## config.mk

```make
export PLATFORM = sky130hd
export DESIGN_NAME = ext_pipe_flat
export DESIGN_NICKNAME = d
export VERILOG_FILES = /design/src/rtl/ext_pipe_pkg.sv /design/src/rtl/ext_pipe_if.sv /design/src/rtl/ext_core.sv /design/src/rtl/ext_pipe.sv /design/src/flat_wrapper.sv
export SDC_FILE = /design/constraint.sdc
export NUM_CORES = 1
export LEC_CHECK = 0
export ABC_AREA = 1
export BUFFER_PORTS_ARGS = -buffer_cell sky130_fd_sc_hd__buf_4
export CAP_MARGIN = 10
export CORE_MARGIN = 2
export CORE_UTILIZATION = 38
export DETAILED_ROUTE_END_ITERATION = 16
export PLACE_DENSITY = 0.63
export SETUP_SLACK_MARGIN = 0.4
export SLEW_MARGIN = 0
export SYNTH_ARGS = -nofsm -noshare
export SYNTH_HDL_FRONTEND = slang
export SYNTH_SLANG_ARGS = --single-unit
```

## constraint.sdc

```tcl
create_clock -name clk -period 2.1 [get_ports clk]
set_clock_uncertainty 0.05 [all_clocks]
set_input_delay 0.63 -clock clk [delete_from_list [all_inputs] [get_ports clk]]
set_output_delay 0.63 -clock clk [all_outputs]
set_load 0.02 [all_outputs]
```

## src/rtl/ext_pipe_pkg.sv

```systemverilog
// Opcode encodings and helpers shared by the immediate-extension pipeline.
package ext_pipe_pkg;

    localparam int EXT_OP_W = 3;

    typedef enum logic [EXT_OP_W-1:0] {
        EXT_OP_ZERO = 3'd0,
        EXT_OP_SIGN = 3'd1,
        EXT_OP_LUI  = 3'd2,
        EXT_OP_BR   = 3'd3,
        EXT_OP_SB   = 3'd4
    } ext_op_e;

    // Encodings above EXT_OP_SB are reserved and reported as errors.
    function automatic logic op_legal(input logic [EXT_OP_W-1:0] op);
        return op <= EXT_OP_SB;
    endfunction

endpackage

```

## src/rtl/ext_pipe_if.sv

```systemverilog
// Immediate-in / extended-word-out handshake bundle for ext_pipe.
interface ext_pipe_if #(
    parameter int IN_W  = 16,
    parameter int OUT_W = 32
);
    import ext_pipe_pkg::*;

    logic                in_valid;
    logic                in_ready;
    logic [IN_W-1:0]     in_data;
    logic [EXT_OP_W-1:0] in_op;
    logic                out_valid;
    logic                out_ready;
    logic [OUT_W-1:0]    out_data;
    logic                out_err;

    modport master (
        output in_valid, in_data, in_op, out_ready,
        input  in_ready, out_valid, out_data, out_err
    );

    modport slave (
        input  in_valid, in_data, in_op, out_ready,
        output in_ready, out_valid, out_data, out_err
    );

endinterface

```

## src/rtl/ext_core.sv

```systemverilog
// Immediate extender: zero/sign/LUI/branch/byte-sign modes, err on reserved op.
// Latency: combinational.
// Backpressure: none, pure function of in/op.
module ext_core
    import ext_pipe_pkg::*;
#(
    parameter int IN_W  = 16,
    parameter int OUT_W = 32,
    parameter int BR_SH = 2
) (
    input  logic [IN_W-1:0]     in,
    input  logic [EXT_OP_W-1:0] op,
    output logic [OUT_W-1:0]    out,
    output logic                err
);

    logic [OUT_W-1:0] zx;
    logic [OUT_W-1:0] sx;
    logic [OUT_W-1:0] sb;
    logic [OUT_W-1:0] lui;

    always_comb begin
        zx              = '0;
        zx[IN_W-1:0]    = in;
        sx              = {OUT_W{in[IN_W-1]}};
        sx[IN_W-1:0]    = in;
        // byte-sign mode only looks at the low byte of the immediate
        sb              = {OUT_W{in[7]}};
        sb[7:0]         = in[7:0];
        lui             = '0;
        lui[OUT_W-1 -: IN_W] = in;

        out = '0;
        err = ~op_legal(op);
        case (op)
            EXT_OP_ZERO: out = zx;
            EXT_OP_SIGN: out = sx;
            EXT_OP_LUI:  out = lui;
            EXT_OP_BR:   out = sx << BR_SH;
            EXT_OP_SB:   out = sb;
            default:     out = '0;
        endcase
    end

endmodule

```

## src/rtl/ext_pipe.sv

```systemverilog
// Pipelined immediate extender with a 2-entry (main + skid) output buffer.
// Latency: 1 cycle from input transfer to out_valid; 1 result/cycle sustained.
// Backpressure: in_ready = ~skid_valid (registered), no out_ready->in_ready path.
module ext_pipe
    import ext_pipe_pkg::*;
#(
    parameter int IN_W  = 16,
    parameter int OUT_W = 32,
    parameter int BR_SH = 2
) (
    input  logic       clk,
    input  logic       rst_n,
    ext_pipe_if.slave  bus
);

    logic [OUT_W-1:0] ext_dat;
    logic             ext_err;

    logic             m_vld;
    logic [OUT_W-1:0] m_dat;
    logic             m_err;
    logic             s_vld;
    logic [OUT_W-1:0] s_dat;
    logic             s_err;

    logic             in_xfer;
    logic             out_xfer;

    ext_core #(
        .IN_W  (IN_W),
        .OUT_W (OUT_W),
        .BR_SH (BR_SH)
    ) u_core (
        .in  (bus.in_data),
        .op  (bus.in_op),
        .out (ext_dat),
        .err (ext_err)
    );

    assign in_xfer  = bus.in_valid & ~s_vld;
    assign out_xfer = m_vld & bus.out_ready;

    assign bus.in_ready  = ~s_vld;
    assign bus.out_valid = m_vld;
    assign bus.out_data  = m_dat;
    assign bus.out_err   = m_err;

    always_ff @(posedge clk or negedge rst_n) begin
        if (!rst_n) begin
            m_vld <= 1'b0;
            m_dat <= '0;
            m_err <= 1'b0;
            s_vld <= 1'b0;
            s_dat <= '0;
            s_err <= 1'b0;
        end else if (out_xfer) begin
            // s_vld blocks input acceptance, so S->M never races a new result
            if (s_vld) begin
                m_dat <= s_dat;
                m_err <= s_err;
                s_vld <= 1'b0;
            end else if (in_xfer) begin
                m_dat <= ext_dat;
                m_err <= ext_err;
            end else begin
                m_vld <= 1'b0;
            end
        end else if (in_xfer) begin
            if (m_vld) begin
                s_vld <= 1'b1;
                s_dat <= ext_dat;
                s_err <= ext_err;
            end else begin
                m_vld <= 1'b1;
                m_dat <= ext_dat;
                m_err <= ext_err;
            end
        end
    end

endmodule

```

## src/flat_wrapper.sv

```systemverilog
// flat-port wrapper written by rule: the top's interface ports become plain ports
module ext_pipe_flat import ext_pipe_pkg::*;
#(
    parameter int IN_W  = 16,
    parameter int OUT_W = 32,
    parameter int BR_SH = 2
)
  (clk, rst_n, bus_in_valid, bus_in_data, bus_in_op, bus_out_ready, bus_in_ready, bus_out_valid, bus_out_data, bus_out_err);
  ext_pipe_if #(.IN_W(IN_W), .OUT_W(OUT_W)) bus_i ();
  input  logic clk;
  input  logic rst_n;
  input wire logic [$bits(bus_i.in_valid)-1:0] bus_in_valid;
  input wire logic [$bits(bus_i.in_data)-1:0] bus_in_data;
  input wire logic [$bits(bus_i.in_op)-1:0] bus_in_op;
  input wire logic [$bits(bus_i.out_ready)-1:0] bus_out_ready;
  output wire logic [$bits(bus_i.in_ready)-1:0] bus_in_ready;
  output wire logic [$bits(bus_i.out_valid)-1:0] bus_out_valid;
  output wire logic [$bits(bus_i.out_data)-1:0] bus_out_data;
  output wire logic [$bits(bus_i.out_err)-1:0] bus_out_err;
  assign bus_i.in_valid = bus_in_valid;
  assign bus_i.in_data = bus_in_data;
  assign bus_i.in_op = bus_in_op;
  assign bus_i.out_ready = bus_out_ready;
  assign bus_in_ready = bus_i.in_ready;
  assign bus_out_valid = bus_i.out_valid;
  assign bus_out_data = bus_i.out_data;
  assign bus_out_err = bus_i.out_err;
  ext_pipe #(.IN_W(IN_W), .OUT_W(OUT_W), .BR_SH(BR_SH)) u_core (.clk(clk), .rst_n(rst_n), .bus(bus_i));
endmodule
```

==> flow_summary.ini <==
[critical_path]
reg2reg_to = u_core.s_dat[7]
start_kind = register
crit_type = register to output port
arrival_ns = 0.95
cp_slowest_cell = dfrtp_1
r2r-start = u_core.s_vld
path_buf_inv = 2
cp.required_ns = 1.42
reg2regPathDepth = 5
cpLargestDelayFamily = flip-flops
ff2ff_setup_slack_ns = 0.59
critPathCaptureType = output port
slowest_delay_ns = 0.39
path_cells = inv_2, buf_4
critPathMaxFanout = 2

[sta]
rsz0062_at_grt = false
finalHoldViolCount = 0
timing.fmax_mhz = 613
slew_headroom_pct = 62.7
slew_violations = 0
period_minus_slack_ns = 1.63
fin_crit_sh_pct = 77.7
worst_slack_ns = 0.468
worstMarginPinSlew_ns = 0.559
fin_setup_tns_ns = 0
finalSetupViolCount = 0

[routing]
dr_total_vias = 3255
drc_errors = 0
ant_nets = 0
routed_via_density = 4.99
first_pass_iters = 5
dr.first_iter.drc_count = 204
finalWirelength_um = 8590
routedWlPerCell_um = 13.2

[flow_run]
cap_violations = 0

[floorplan]
initial_utilization_pct = 38.9
boundaryPins = 58
die_w_um = 101
core_um2 = 9150
rows = 35
dieArea_um2 = 10200
die_h_um = 101

[clocking]
cts_root_buf = clkbuf_8
cts_tree = yes
postCtsHoldBufs = 0
numCtsBuffers = 9
cts_buffer_depth = 2
h-tree-depth = 3
clock_sinks = 68
clk_pin_slew_ns = 0.07
clock_latency_ns = 0.35

[pwr]
power.density_nw_per_um2 = 1290
leakagePower_nw = 2.39
power.total_w = 0.00547
irDropWorstVdd_mv = 0.502

[placement]
hpwl_um = 5920
gp_congestion = 0.871
numPortBuffers = 57
place_ws_ns = 0.164

[logic_synthesis]
synth.distinct_cells = 20
ys_warn_count = 0
ys_ff_latch = 68
synth_area_leader_cell = dfrtp_1
netlist_instances = 491
seq_area_frac_synth_pct = 47.8
syn_avg_cell_area_um2 = 7.25
synth_area_leaders = dfrtp_1 (48%), nand2_1 (20%), nor2_1 (10%), nand4_1 (4.6%), buf_2 (2.5%)
syn_nets = 514
yosysTopAreaCellShare_pct = 47.8
netlist_area_um2 = 3560

[layout]
num_antenna_cells = 0
drive_gt1_share_pct = 17.2
final_nets = 561
utilization_pct = 46.3
final_common_cell = nand2_1
mostFrequentLayoutCells = nand2_1 (187), nor2_1 (96), dfrtp_1 (68)
syn_to_final_growth_pct = 19.1

[status]
status = complete, no violations

[grt]
grtUsageTotal_pct = 18.2
antenna_found_initial = 0
grt_first_pass_wirelength_um = 14700
grt_pass1_vias = 3063
grt_max_degree = 38
grt_overflow = 0

[worst_hold_path]
hp-class = input pin to asynchronous set/reset pin
metrics by stage:
stage               hold slack (ns)  cell area (um^2)  instances
finish                        0.120              4240        652
global route                  0.130              4240        652
CTS                           0.118              4230        652
detailed placement            0.416              4070        637
global placement              0.417              4070        637
floorplan                     0.284              3560        491
sequential cells by signal, indices dropped and copies added (netlist names):
register,flops
u_core.bus.out_err,1
u_core.s_vld,1
u_core.s_err,1
u_core.bus.out_data,32
u_core.bus.out_valid,1
u_core.s_dat,32
per-layer routing:
metal | share of wire, % | vias to the layer above | GRT usage [%]
li1 | - | 1659 | -
met1 | 49 | 1492 | 26.4
met2 | 43 | 92 | 26.3
met3 | 5.9 | 12 | 4.30
met4 | 1.7 | 0 | 7.06
met5 | 0 | - | 0
worst max-delay path by stage:
stage                       from                       to  slack, ns  depth (start not counted)
finish              u_core.s_vld             bus_in_ready       0.47                          2
global route        bus_in_op[0]   u_core.bus.out_data[3]       0.42                          7
CTS                 u_core.s_vld             bus_in_ready       0.44                          2
detailed placement  bus_in_op[1]  u_core.bus.out_data[28]       0.16                          8
global placement    bus_in_op[1]  u_core.bus.out_data[28]       0.20                          8
floorplan           bus_in_op[0]  u_core.bus.out_data[24]       0.54                          9
where the power goes:
part / leakage, nW / switching [W] / internal [W]
combinational: 1.44 / 0.00138 / 0.000929
clock: 0.0848 / 0.000488 / 0.000442
sequential: 0.863 / 0.000321 / 0.00191
total: 2.39 / 0.00219 / 0.00329
timing repair:
item                       4_1_cts  5_1_grt
setup endpoints to repair        1        6
gates resized for setup          0        1
buffers inserted                 1        0
cloned                           0        0
worst register-to-register path, delay by kind of cell, from the launching register on:
family | cells | cell delay [ns]
buf+inv | 2 | 0.49
flops | 1 | 0.39
simple gates | 2 | 0.30
compound gates | 1 | 0.19
area by class of cell:
class                      count  area [um^2]
sequential                    68         1700
timing repair buffer          68          561
clock buffer                  11          141
tap                          111          139
fill                         931         4910
multi-input combinational    372         1610
clock inverter                 3         15.0
inverter                      19         71.3
synthesized netlist by cell type (all sizes together):
master,count
nor3,2
dfrtp,68
clkbuf,5
a21oi,2
nand2,189
nand3,18
a31oi,14
o21ai,22
nand4,27
inv,19
nor2,98
buf,27
cell families (layout without fill, tap and decap cells):
| logic type | count (synthesis) | in the layout | synth area share (%) |
|---|---|---|---|
| simple gates | 334 | 334 | 38.9 |
| flops | 68 | 68 | 47.8 |
| buf+inv | 51 | 101 | 7.38 |
| compound gates | 38 | 38 | 5.94 |
(Power assumes the default switching activity.)
